`src/rtl/led_pattern_bank_if.sv`:
```
// Configuration write port for led_pattern_bank.
//   cfg_valid   : write request (master -> slave)
//   cfg_ready   : slave can accept a write (slave -> master)
//   cfg_channel : target channel index
//   cfg_mode    : 0=OFF 1=ON 2=BLINK 3=BREATHE
//   cfg_period  : ticks per blink half-period / per breathe duty step
interface led_pattern_bank_if #(
    parameter int unsigned CH_W         = 3,
    parameter int unsigned PERIOD_WIDTH = 16
) ();
    logic                    cfg_valid;
    logic                    cfg_ready;
    logic [CH_W-1:0]         cfg_channel;
    logic [1:0]              cfg_mode;
    logic [PERIOD_WIDTH-1:0] cfg_period;

    modport master (
        output cfg_valid, cfg_channel, cfg_mode, cfg_period,
        input  cfg_ready
    );

    modport slave (
        input  cfg_valid, cfg_channel, cfg_mode, cfg_period,
        output cfg_ready
    );
endinterface

```
`src/rtl/led_pattern_bank.sv`:
```
// Multi-channel LED pattern generator: each channel runs OFF, ON, BLINK
// (square wave) or BREATHE (triangle-ramped PWM), configured through a
// single-cycle valid/ready write port.
//   i_clock : system clock, rising edge
//   i_reset : synchronous, active-high reset
//   cfg     : configuration write port (slave side)
//   o_leds  : registered LED drive, bit n = channel n
//   o_tick  : one-cycle pulse every TICK_DIV clocks
module led_pattern_bank #(
    parameter int unsigned CHANNELS     = 8,
    parameter int unsigned TICK_DIV     = 100000,
    parameter int unsigned PERIOD_WIDTH = 16,
    parameter int unsigned PWM_BITS     = 8
) (
    input  logic                i_clock,
    input  logic                i_reset,
    led_pattern_bank_if.slave   cfg,
    output logic [CHANNELS-1:0] o_leds,
    output logic                o_tick
);

    localparam int unsigned CH_W  = (CHANNELS > 1) ? $clog2(CHANNELS) : 1;
    localparam int unsigned PRE_W = $clog2(TICK_DIV);
    localparam logic [PRE_W-1:0]    PRE_MAX  = PRE_W'(TICK_DIV - 1);
    localparam logic [PWM_BITS-1:0] DUTY_MAX = '1;

    typedef enum logic [1:0] {
        MODE_OFF     = 2'd0,
        MODE_ON      = 2'd1,
        MODE_BLINK   = 2'd2,
        MODE_BREATHE = 2'd3
    } mode_e;

    logic [PRE_W-1:0]    r_presc;
    logic                r_tick;
    logic [PWM_BITS-1:0] r_pwm;
    logic                r_cfg_ready;
    logic                w_accept;

    assign w_accept      = cfg.cfg_valid && r_cfg_ready;
    assign cfg.cfg_ready = r_cfg_ready;
    assign o_tick        = r_tick;

    // Tick prescaler, free-running PWM counter and write-ready flag.
    always_ff @(posedge i_clock) begin
        if (i_reset) begin
            r_presc     <= '0;
            r_tick      <= 1'b0;
            r_pwm       <= '0;
            r_cfg_ready <= 1'b0;
        end else begin
            r_presc     <= (r_presc == PRE_MAX) ? '0 : r_presc + PRE_W'(1);
            r_tick      <= (r_presc == PRE_MAX);
            r_pwm       <= r_pwm + PWM_BITS'(1);
            r_cfg_ready <= 1'b1;
        end
    end

    for (genvar n = 0; n < int'(CHANNELS); n++) begin : g_ch
        mode_e                   r_mode;
        logic [PERIOD_WIDTH-1:0] r_period;
        logic [PERIOD_WIDTH-1:0] r_phase;
        logic [PWM_BITS-1:0]     r_duty;
        logic                    r_dir_down;
        logic                    r_blink;
        logic                    r_led;
        logic                    w_wr;
        logic                    w_adv;
        logic                    w_step;
        logic [PERIOD_WIDTH-1:0] w_last;
        logic                    w_led;

        // Out-of-range channel indices match no channel, so they are dropped.
        assign w_wr   = w_accept && (cfg.cfg_channel == CH_W'(n));
        // A stored period of 0 runs like a period of 1.
        assign w_last = (r_period == '0) ? '0 : r_period - PERIOD_WIDTH'(1);
        assign w_adv  = r_tick && ((r_mode == MODE_BLINK) || (r_mode == MODE_BREATHE));
        assign w_step = w_adv && (r_phase == w_last);

        // LED level implied by the current channel state.
        always_comb begin
            w_led = 1'b0;
            unique case (r_mode)
                MODE_OFF:     w_led = 1'b0;
                MODE_ON:      w_led = 1'b1;
                MODE_BLINK:   w_led = r_blink;
                MODE_BREATHE: w_led = (r_pwm < r_duty);
            endcase
        end

        // Channel state; a write on a tick cycle wins and the tick is dropped.
        always_ff @(posedge i_clock) begin
            if (i_reset) begin
                r_mode     <= MODE_OFF;
                r_period   <= '0;
                r_phase    <= '0;
                r_duty     <= '0;
                r_dir_down <= 1'b0;
                r_blink    <= 1'b0;
                r_led      <= 1'b0;
            end else begin
                r_led <= w_led;
                if (w_wr) begin
                    r_mode     <= mode_e'(cfg.cfg_mode);
                    r_period   <= cfg.cfg_period;
                    r_phase    <= '0;
                    r_duty     <= '0;
                    r_dir_down <= 1'b0;
                    r_blink    <= 1'b1;
                end else if (w_adv) begin
                    r_phase <= w_step ? '0 : r_phase + PERIOD_WIDTH'(1);
                    if (w_step) begin
                        if (r_mode == MODE_BLINK) begin
                            r_blink <= ~r_blink;
                        end else if (!r_dir_down) begin
                            // Top endpoint is held for one step before descending.
                            if (r_duty == DUTY_MAX) r_dir_down <= 1'b1;
                            else                    r_duty     <= r_duty + PWM_BITS'(1);
                        end else begin
                            if (r_duty == '0) r_dir_down <= 1'b0;
                            else              r_duty     <= r_duty - PWM_BITS'(1);
                        end
                    end
                end
            end
        end

        assign o_leds[n] = r_led;
    end

endmodule

```
`src/flat_wrapper.sv`:
```
// flat-port wrapper written by rule: the top's interface ports become plain ports
module led_pattern_bank_flat 
#(
    parameter int unsigned CHANNELS     = 8,
    parameter int unsigned TICK_DIV     = 100000,
    parameter int unsigned PERIOD_WIDTH = 16,
    parameter int unsigned PWM_BITS     = 8
)
  (i_clock, i_reset, o_leds, o_tick, cfg_cfg_valid, cfg_cfg_channel, cfg_cfg_mode, cfg_cfg_period, cfg_cfg_ready);
  led_pattern_bank_if #(.CH_W(3), .PERIOD_WIDTH(PERIOD_WIDTH)) cfg_i ();
  input  logic i_clock;
  input  logic i_reset;
  output logic [CHANNELS-1:0] o_leds;
  output logic o_tick;
  input wire logic [$bits(cfg_i.cfg_valid)-1:0] cfg_cfg_valid;
  input wire logic [$bits(cfg_i.cfg_channel)-1:0] cfg_cfg_channel;
  input wire logic [$bits(cfg_i.cfg_mode)-1:0] cfg_cfg_mode;
  input wire logic [$bits(cfg_i.cfg_period)-1:0] cfg_cfg_period;
  output wire logic [$bits(cfg_i.cfg_ready)-1:0] cfg_cfg_ready;
  assign cfg_i.cfg_valid = cfg_cfg_valid;
  assign cfg_i.cfg_channel = cfg_cfg_channel;
  assign cfg_i.cfg_mode = cfg_cfg_mode;
  assign cfg_i.cfg_period = cfg_cfg_period;
  assign cfg_cfg_ready = cfg_i.cfg_ready;
  led_pattern_bank #(.CHANNELS(CHANNELS), .TICK_DIV(TICK_DIV), .PERIOD_WIDTH(PERIOD_WIDTH), .PWM_BITS(PWM_BITS)) u_core (.i_clock(i_clock), .i_reset(i_reset), .cfg(cfg_i), .o_leds(o_leds), .o_tick(o_tick));
endmodule
```
`config.mk`:
```
export PLATFORM = sky130hd
export DESIGN_NAME = led_pattern_bank_flat
export DESIGN_NICKNAME = d
export VERILOG_FILES = /design/src/rtl/led_pattern_bank_if.sv /design/src/rtl/led_pattern_bank.sv /design/src/flat_wrapper.sv
export SDC_FILE = /design/constraint.sdc
export NUM_CORES = 1
export LEC_CHECK = 0
export BUFFER_PORTS_ARGS = -buffer_cell sky130_fd_sc_hd__clkbuf_2
export CAP_MARGIN = 10
export CELL_PAD_IN_SITES_DETAIL_PLACEMENT = 1
export CELL_PAD_IN_SITES_GLOBAL_PLACEMENT = 1
export CORE_MARGIN = 2
export CORE_UTILIZATION = 48
export DETAILED_ROUTE_END_ITERATION = 16
export PLACE_DENSITY_LB_ADDON = 0.1
export SLEW_MARGIN = 40
export SYNTH_ARGS = -nofsm -noshare
export SYNTH_HDL_FRONTEND = slang
export SYNTH_SLANG_ARGS = --single-unit
```
`constraint.sdc`:
```
create_clock -name i_clock -period 4 [get_ports i_clock]
set_input_delay 0.6 -clock i_clock [delete_from_list [all_inputs] [get_ports i_clock]]
set_output_delay 0.6 -clock i_clock [all_outputs]
set_load 0.03 [all_outputs]
```
==> results by group, run 1 <==
Run status
  – Status: completed

Detailed routing
  – DR iter-0 viols: approximately 1.5k
  – Via/cell ratio: between 6 and 7
  – Residual DRC: 0
  – Routed WL: 83200 um
  – First-pass DRT Iterations: 5
  – WL/cell: 20.5 um
  – DR vias: roughly 25k
  – Antenna viol nets, final: 0

Worst setup path
  – CP Capture Type: flop
  – Setup crit start kind: flop
  – Cell mode on critical path: nor4_1
  – Crit-path max FO: 5
  – Largest delay share family, worst path: simple AND/OR/NAND/NOR gates
  – R2r setup slk: 0.35 ns
  – CP Class: flop to flop
  – Crit path DAT: approximately 4 ns
  – CP cell instances: inv_1, ha_1, or3b_2, nor4_1, mux2_2, o311ai_0, nand4_1, nor4_1, and3_1, o31ai_1
  – Worst EP required: around 4.5 ns
  – Worst path bufs/invs: 1
  – Critical path's largest stage delay: between 0.6 and 0.7 ns
  – Slowest stage cell on the critical path: nor4_1

Timing
  – Final worst path period share: around 90%
  – Period minus WS final: between 3 and 4 ns
  – Hold_ws: approximately 0.42 ns
  – Rel. slew slack: between 30% and 40%
  – Fin. Hold Viols: 0
  – Final Setup Violations: 0
  – Clock Skews: between 0.015 and 0.02 ns
  – Max Slew Vio Count: 0
  – Final worst slack: about 0.35 ns
  – RSZ-0062 raised after global routing: false
  – Worst Max-Slew Pin Slew: 0.922 ns
  – Fmax: around 270 MHz
  – Setup TNS: 0 ns

GRT
  – Number of global-route vias before repair: 25.6k
  – Antenna violations before repair: 2
  – Overflow after GRT: 0
  – First-pass GRT wire length: around 140000 um
  – Largest net degree at the start of global routing: 72
  – GRT Total Usage: a little under 30%

Synthesis
  – Post-synth ARST share: 0%
  – Adder-Cell Fraction of Synth Area: 6.51%
  – Post-Syn Instances: approximately 3.4k
  – Yosys reg bits: roughly 390
  – XOR/XNOR Fraction of Synth Area: 9.66%
  – Average cell area after synthesis: about 7.6 um2
  – Synth cell types: 103
  – Largest family of logic cells by synthesized area: simple AND/OR/NAND/NOR gates
  – Most common flop cell mapped by yosys: dfxtp_1
  – Post-synthesis compound-gate area fraction: between 10% and 20%
  – Synth Area in Simple Gates: around 30%
  – Yosys warnings: 0
  – Syn Nets: between 3k and 4k
  – Netlist Area Pre-Place: between 0.02 and 0.03 mm2
  – Post-synthesis mux area share: under 10%
  – EDFF count, synth: 0
  – Seq/Total Area, Yosys: between 20% and 30%

Clocking
  – Longest Clk Path Bufs: 3
  – Clock transition at path regs: 0.06 ns
  – Hold Buf Count CTS: 0
  – CTS tree: yes
  – CTS root buf: clkbuf_16
  – H-tree levels: 2
  – Latest clock arrival within the worst-skew pair: 0.61 ns
  – CTS sink count: 387
  – CTS Buf Count: between 40 and 50

Power
  – Total power draw: roughly 9.6 mW
  – Cell Pwr Density: between 300 and 400 mW/mm2
  – Lkg Pwr: ~11 nW
  – Max VDD drop: between 0.5 and 0.6 mV

Placement
  – Gpl congestion: between 0.9 and 1
  – Post-DP HPWL: slightly below 60000 um
  – Dpl cell area: between 0.02 and 0.03 mm2
  – Pre-CTS WS: 0.421 ns
  – I/O Buffers: 33

Floorplanning
  – Die area: 0.0558 mm2
  – Starting Density: around 48%
  – # IOs: 34
  – Die H: approximately 240 um
  – FP Rows: 85
  – Core Region: around 0.054 mm2
  – Die width: roughly 240 um

Final layout
  – Layout cell share with drive strength beyond 1: under 10%
  – Area grow syn2layout: 8.74%
  – Final instance area: 0.0282 mm2
  – Most frequent cells in the layout: nand2_1 (513), dfxtp_1 (383), a21oi_1 (287), nor2_1 (272), xnor2_1 (142)
  – # nets final: between 3k and 4k
  – Ant. Diodes: 0
  – Commonest non-fill, non-tap cell in the layout: nand2_1

Worst hold path
  – Hold crit path type: input port to flop

Run
  – MaxCap Viol Count: 0
cell usage after synthesis (40+ instances only):
| cell type | n | share of area [%] |
|---|---|---|
| a21o_1 | 55 | 1.6 |
| a21oi_1 | 287 | 5.5 |
| and3_1 | 58 | 1.4 |
| clkbuf_1 | 135 | 2.0 |
| dfxtp_1 | 387 | 30 |
| ha_1 | 122 | 5.9 |
| inv_1 | 128 | 1.9 |
| nand2_1 | 513 | 7.4 |
| nand2b_1 | 40 | 0.97 |
| nand3_1 | 132 | 2.6 |
| nand4_1 | 94 | 2.3 |
| nor2_1 | 272 | 3.9 |
| nor2b_1 | 42 | 1.0 |
| nor3_1 | 102 | 2.0 |
| nor4_1 | 49 | 1.2 |
| o21ai_0 | 125 | 2.4 |
| or3_1 | 54 | 1.3 |
| xnor2_1 | 142 | 4.8 |
| xor2_1 | 133 | 4.5 |
metrics by stage:
step	util, %	instances
after floorplan	-	3392
after global placement	49.3	3970
after detailed placement	49.4	3970
after CTS	52.5	4058
after global routing	52.6	4058
final	52.6	4058
power by group:
part           leakage [nW]  internal (mW)  switching, mW
clock network         0.831           2.84           1.83
logic                  6.76          0.376          0.644
registers              3.12           3.88         0.0594
total                  10.7           7.10           2.53
cell families (layout without fill, tap and decap cells):
kind of cell             count (synthesis)  after routing
AND/OR/NAND/NOR                       1526           1526
multiplexers                            39             39
XOR/XNOR                               279            279
AO/OA/AOI/OAI                          702            702
adder cells (fa/ha/maj)                130            130
buffers and inverters                  329            299
flip-flops                             387            387
state kept, by name (all words and copies together), names as in the netlist:
signal                  cells
u_core.g_ch.r_led           8
u_core.g_ch.r_dir_down      8
u_core.g_ch.r_period      128
u_core.cfg.cfg_ready        1
u_core.r_pwm                8
u_core.g_ch.r_duty         64
u_core.g_ch.r_blink         8
u_core.g_ch.r_mode         16
u_core.o_tick               1
u_core.g_ch.r_phase       128
u_core.r_presc             17
layout make-up:
cell class	count	area (um2)
timing repair buffer	83	547
sequential	387	7750
inverter	128	480
fill	6657	25400
tap	696	871
clock buffer	69	1450
clock inverter	19	235
multi-input combinational	2676	16800
final timing paths:
| check | startpoint | endpoint | cells past startpoint |
|---|---|---|---|
| worst min register to register | u_core.g_ch[6].r_duty[7] | u_core.g_ch[6].r_duty[7] | 2 |
| worst min-delay path | i_reset | u_core.g_ch[2].r_period[15] | 2 |
| worst max-delay path | u_core.g_ch[4].r_period[0] | u_core.g_ch[4].r_dir_down | 10 |
| worst max register to register | u_core.g_ch[4].r_period[0] | u_core.g_ch[4].r_dir_down | 10 |
worst register-to-register path, stage by stage, from the launching register on:
cell      delay (ns)
dfxtp_1         0.33
inv_1           0.13
ha_1            0.21
or3b_2          0.53
nor4_1          0.59
mux2_2          0.40
o311ai_0        0.12
nand4_1         0.25
nor4_1          0.63
and3_1          0.27
o31ai_1         0.07
timing repair:
item / CTS / global route
endpoints found under the setup margin: 0 / 4
setup buffers: 0 / 0
gates resized for setup: 0 / 1
metal layers:
layer,GRT usage [%],wire length (um),share of wire (%)
met4,11.0,2950,3.6
met2,50.9,39500,48
met5,0,13,0.016
met3,4.44,3780,4.5
met1,37.3,36900,44
(Power assumes the default switching activity.)
==> run 2: changes to the inputs <==
--- a/config.mk
+++ b/config.mk
@@ -13,6 +13,7 @@
 export CORE_UTILIZATION = 48
 export DETAILED_ROUTE_END_ITERATION = 16
 export PLACE_DENSITY_LB_ADDON = 0.1
+export RECOVER_POWER = 25
 export SLEW_MARGIN = 40
 export SYNTH_ARGS = -nofsm -noshare
 export SYNTH_HDL_FRONTEND = slang
==> run 2 against run 1 <==
  * The run now ends with capacitance limit, slew limit left
  * Combinational power is essentially flat
  * Global-route usage did not move
  * Die area unchanged
  * Highest routed layer unchanged
  * Critical endpoint unchanged
  * Hold slack got worse by 0.0042 ns
  * First-iteration DRC count fell by 7.8%
  * Non-clock buffer count unchanged
  * Sequential power hardly changed
  * Routed wire length hardly changed
  * Largest power group unchanged
  * Via count about the same
  * Critical path depth unchanged
==> results by group, run 2 (synthesis gave the netlist of run 1 again) <==
Run status
  – Status: complete, but fails checks
  – Failing checks: capacitance limit, slew limit

Worst setup path
  – Setup crit start kind: flop
  – Crit-path max FO: 5
  – Reg2reg start: u_core.g_ch[4].r_period[0]
  – CP Class: flop to flop
  – Worst-case reg-to-reg path depth: 10
  – Worst EP required: 4.47 ns
  – CP Capture Type: flop
  – R2r endpoint: u_core.g_ch[4].r_dir_down
  – Crit path DAT: slightly above 4 ns
  – R2r setup slk: ~0.35 ns

Detailed routing
  – Antenna viol nets, final: 0
  – Residual DRC: 0
  – WL/cell: around 20 um
  – First-pass DRT Iterations: 5
  – Routed WL: around 83000 um
  – DR iter-0 viols: between 1k and 1.5k
  – Via/cell ratio: around 6.1
  – DR vias: roughly 25k

Final layout
  – Fin cells: between 4k and 5k
  – Ant. Diodes: 0
  – Fin util: between 50% and 60%
  – Area grow syn2layout: 8.66%
  – # nets final: roughly 3.5k
  – Layout cell share with drive strength beyond 1: around 7%
  – Commonest non-fill, non-tap cell in the layout: nand2_1
  – Final instance area: around 0.028 mm2
  – Top Registers: u_core.g_ch.r_period x128, u_core.g_ch.r_phase x128, u_core.g_ch.r_duty x64
  – Most frequent cells in the layout: nand2_1 (513), dfxtp_1 (383), a21oi_1 (287), nor2_1 (272), xnor2_1 (142)

Floorplanning
  – # IOs: 34
  – Die H: 236 um
  – Die area: approximately 0.056 mm2
  – FP Rows: 85
  – Starting Density: approximately 48%
  – Die width: ~240 um
  – Core Region: approximately 0.054 mm2

Timing
  – Max Slew Vio Count: approximately 120
  – Rel. slew slack: -35.2%
  – Setup TNS: 0 ns
  – Period minus WS final: roughly 3.6 ns
  – Clock Skews: between 0.015 and 0.02 ns
  – Worst Max-Slew Pin Slew: 2.03 ns
  – Hold_ws: 0.417 ns
  – Fmax: between 200 and 300 MHz
  – Fin. Hold Viols: 0
  – RSZ-0062 raised after global routing: false
  – Final Setup Violations: 0
  – Final worst path period share: about nine tenths
  – Final worst slack: approximately 0.35 ns

Worst hold path
  – Hold crit path type: input port to flop
  – Hold path depth: 2
  – Hold Path End: u_core.g_ch[2].r_period[15]
  – Hold_sp: i_reset

Clocking
  – H-tree levels: 2
  – Longest Clk Path Bufs: 3
  – CTS root buf: clkbuf_16
  – Hold Buf Count CTS: 0
  – CTS Buf Count: 49
  – CTS tree: yes
  – Latest clock arrival within the worst-skew pair: ~0.61 ns
  – Clock transition at path regs: about 0.06 ns
  – CTS sink count: just under 400

Placement
  – I/O Buffers: 33
  – Pre-CTS WS: around 0.42 ns
  – Post-DP HPWL: between 50000 and 60000 um
  – Placed cell count: about 4.0k
  – Gpl congestion: about 0.92
  – Dpl cell area: around 0.026 mm2

Power
  – Cell Pwr Density: approximately 340 mW/mm2
  – Total power draw: roughly 9.6 mW
  – Lkg Pwr: between 10 and 15 nW
  – Max VDD drop: around 0.52 mV

GRT
  – First-pass GRT wire length: around 140000 um
  – Number of global-route vias before repair: ~26k
  – Overflow after GRT: 0
  – GRT Total Usage: between 20% and 30%
  – Largest net degree at the start of global routing: between 70 and 80
  – Antenna violations before repair: 2

Run
  – MaxCap Viol Count: 2
run 2: worst max path at each step:
stage                                           from                          to  slack, ns
after global placement    u_core.g_ch[4].r_period[0]  u_core.g_ch[4].r_phase[15]       0.48
after CTS                 u_core.g_ch[2].r_period[0]   u_core.g_ch[2].r_phase[8]       0.32
final                     u_core.g_ch[4].r_period[0]   u_core.g_ch[4].r_dir_down       0.35
after global routing      u_core.g_ch[4].r_period[0]  u_core.g_ch[4].r_phase[13]       0.09
after floorplan           u_core.g_ch[4].r_period[0]    u_core.g_ch[4].r_duty[7]       0.78
after detailed placement  u_core.g_ch[2].r_period[0]   u_core.g_ch[2].r_phase[8]       0.42
run 2: cell type report:
type / count / area (um2)
Multi-Input combinational cell: 2676 / 16800
Timing Repair Buffer: 83 / 531
Tap cell: 696 / 871
Clock buffer: 69 / 1450
Fill cell: 6661 / 25500
Clock inverter: 19 / 235
Inverter: 128 / 480
Sequential cell: 387 / 7750
run 2: layer usage:
metal	track usage, %	vias to the layer above	wire, um
met5	0	-	13
met4	11.0	2	2930
met3	4.44	164	3980
met2	50.9	504	39500
met1	37.3	12243	36700
li1	-	11898	-
run 2: where the power goes:
part           internal [mW]  switching (mW)
sequential              3.88          0.0592
clock                   2.84            1.82
combinational          0.375           0.644
run 2: repair_timing:
item,in CTS,in global routing
resized for setup,0,1
endpoints found under the setup margin,0,4
endpoints found under the hold margin,0,0
setup buffers,0,0
run 2: worst max-delay path, cell delays in order, from the launching register on:
cell and delay (ns):
dfxtp_1 0.34, inv_1 0.13, ha_1 0.21, or3b_2 0.53, nor4_1 0.59, mux2_2 0.40, o311ai_0 0.12, nand4_1 0.25
nor4_1 0.62, and3_1 0.27, o31ai_1 0.07
==> run 3: changes to the inputs <==
--- a/config.mk
+++ b/config.mk
@@ -10,7 +10,8 @@
 export CELL_PAD_IN_SITES_DETAIL_PLACEMENT = 1
 export CELL_PAD_IN_SITES_GLOBAL_PLACEMENT = 1
 export CORE_MARGIN = 2
-export CORE_UTILIZATION = 48
+export CORE_UTILIZATION = 50
+export CTS_BUF_LIST = sky130_fd_sc_hd__clkbuf_2 sky130_fd_sc_hd__clkbuf_4 sky130_fd_sc_hd__clkbuf_8
 export DETAILED_ROUTE_END_ITERATION = 16
 export PLACE_DENSITY_LB_ADDON = 0.1
 export RECOVER_POWER = 25
==> run 3 against run 2 <==
  * The run now ends clean
  * Routed wire length barely moved
  * Critical path type unchanged
  * Sequential cell count is the same
  * Hold slack worse by 0.12 ns
  * Register-to-register slack lost 0.06 ns
  * Largest cell class unchanged
  * Total power shrank 3.5%
  * Highest routed layer unchanged
  * Global-route usage grew 1.3 points
==> results by group, run 3 (synthesis gave the netlist of run 1 again) <==
GRT
  – First-pass GRT wire length: approximately 140000 um
  – Largest net degree at the start of global routing: between 100 and 150
  – Number of global-route vias before repair: 25.7k
  – Antenna violations before repair: 1
  – Overflow after GRT: 0
  – GRT Total Usage: roughly 30%

Power
  – Max VDD drop: approximately 0.30 mV
  – Cell Pwr Density: between 300 and 400 mW/mm2
  – Sw Ratio: 26.7%
  – NetSw: roughly 2.5 mW
  – Clock power share: a little under half
  – Power Internal: about 7 mW
  – Lkg Pwr: ~11 nW
  – Combinational power share: 11.1%
  – Sequential power share: between 40% and 50%

Final layout
  – # nets final: 3493
  – Area grow syn2layout: 8.12%
  – Top Registers: u_core.g_ch.r_period x128, u_core.g_ch.r_phase x128, u_core.g_ch.r_duty x64
  – Commonest non-fill, non-tap cell in the layout: nand2_1
  – Fin cells: just over 4k
  – Most frequent cells in the layout: nand2_1 (513), dfxtp_1 (387), a21oi_1 (287), nor2_1 (271), xnor2_1 (142)
  – Layout cell share with drive strength beyond 1: 7.66%
  – Ant. Diodes: 0
  – FILL cells: roughly 6.4k

Detailed routing
  – Residual DRC: 0
  – WL/cell: roughly 20 um
  – Routed WL: roughly 83000 um
  – DR iter-0 viols: 1380
  – Via/cell ratio: 6.14
  – DR vias: 25.0k
  – First-pass DRT Iterations: 5
  – Antenna viol nets, final: 0

Worst setup path
  – Crit-path max FO: 14
  – CP Class: flop to flop
  – Worst EP required: 4.55 ns
  – Critical path's largest stage delay: around 0.55 ns
  – Slowest stage cell on the critical path: or4_1
  – R2r setup slk: 0.30 ns
  – Setup crit start kind: flop
  – CP cell instances: inv_1, ha_1, or3b_1, or4_1, nor2_1, nor3b_1, o311ai_1, or4_4, nand3_1, a21oi_1
  – CP Capture Type: flop
  – Crit path DAT: ~4.3 ns

Floorplanning
  – Die H: ~230 um
  – Core Region: just over 0.05 mm2
  – Starting Density: 50.5%
  – Die area: about 0.054 mm2
  – Die width: approximately 230 um
  – FP Rows: 83
  – # IOs: 34

Timing
  – Rel. slew slack: between 7 and 8%
  – RSZ-0062 raised after global routing: false
  – Setup TNS: 0 ns
  – Clock Skews: around 0.047 ns
  – Period minus WS final: 3.70 ns
  – Fin. Hold Viols: 0
  – Final worst path period share: around 93%
  – Fmax: roughly 270 MHz
  – Final Setup Violations: 0
  – Worst Max-Slew Pin Slew: approximately 1.4 ns
  – Max Slew Vio Count: 0

Clocking
  – CTS root buf: clkbuf_8
  – H-tree levels: 3
  – Clock transition at path regs: roughly 0.060 ns
  – CTS Buf Count: 72
  – Setup repair bufs after CTS: 0
  – CTS tree: yes
  – Longest Clk Path Bufs: 3
  – CTS sink count: just under 400
  – Latest clock arrival within the worst-skew pair: approximately 0.66 ns

Worst hold path
  – Hold crit path type: input port to flop

Placement
  – I/O Buffers: 33
  – Post-DP HPWL: a little under 60000 um
  – Placed cell count: between 3k and 4k
  – Gpl congestion: 0.938

Run status
  – Status: completed

Run
  – MaxCap Viol Count: 0
run 3: cell count changes in the layout (fill, tap and decap cells not counted), moves of 4 or more:
cell and delta:
clkbuf_8 +84, clkbuf_16 -51, clkbuf_4 +19, buf_4 -10, clkbuf_1 -4, clkbuf_2 -4
dfxtp_1 +4, dfxtp_2 -4
run 3: worst max-delay path, delay by kind of cell, from the launching register on:
kind	cells	cell delay (ns)
flops	1	0.34
buf+inv	1	0.09
fa+ha+maj	1	0.20
simple gates	6	2.18
compound gates	2	0.78
run 3: metal layers:
| metal | part of all wire, % | vias to the layer above | track usage (%) |
|---|---|---|---|
| li1 | - | 11932 | - |
| met4 | 3.2 | 2 | 11.5 |
| met3 | 4.6 | 174 | 4.36 |
| met5 | 0.014 | - | 0 |
| met1 | 44 | 12402 | 38.5 |
| met2 | 48 | 517 | 53.8 |
run 3: repair_timing:
action | in CTS | in global routing
gates resized for setup | 0 | 1
endpoints found under the setup margin | 0 | 1
hold buffers | 0 | 0
run 3: final cells by class:
cell class	instances	area, um2	share of cell area [%]
Clock buffer	114	1450	5.18
Sequential cell	387	7750	27.7
Clock inverter	14	178	0.634
Timing Repair Buffer	74	487	1.74
Inverter	128	480	1.72
Tap cell	680	851	3.04
Multi-Input combinational cell	2676	16800	60.0
run 3: worst paths after layout:
| path | startpoint | to | cells past startpoint |
|---|---|---|---|
| worst min register to register | u_core.g_ch[1].r_duty[7] | u_core.g_ch[1].r_duty[7] | 2 |
| worst min-delay path | i_reset | u_core.g_ch[7].r_period[12] | 2 |
| worst max register to register | u_core.g_ch[2].r_period[0] | u_core.g_ch[2].r_phase[8] | 10 |
| worst max-delay path | u_core.g_ch[2].r_period[0] | u_core.g_ch[2].r_phase[8] | 10 |
run 3: power groups by stage:
| stage | logic (mW) | clock network [mW] | registers, mW |
|---|---|---|---|
| after global routing | 1.12 | 4.58 | 3.94 |
| after CTS | 1.02 | 4.42 | 3.93 |
| after global placement | 0.980 | 0 | 4.01 |
| after floorplan | 0.751 | 0 | 3.99 |
| after detailed placement | 1.02 | 0 | 4.02 |
| final | 1.03 | 4.32 | 3.93 |
run 3: metrics by stage:
stage               total power, mW  utilization, %  setup slack, ns  cell area (um2)  hold WS (ns)
global placement               4.99            51.4            0.514            26400         0.445
CTS                            9.38            54.6            0.292            28000         0.254
floorplan                      4.74               -            0.783            25900         0.430
finish                         9.29            54.6            0.295            28000         0.294
global route                   9.64            54.6           0.0111            28000         0.311
detailed placement             5.03            51.5            0.328            26400         0.454
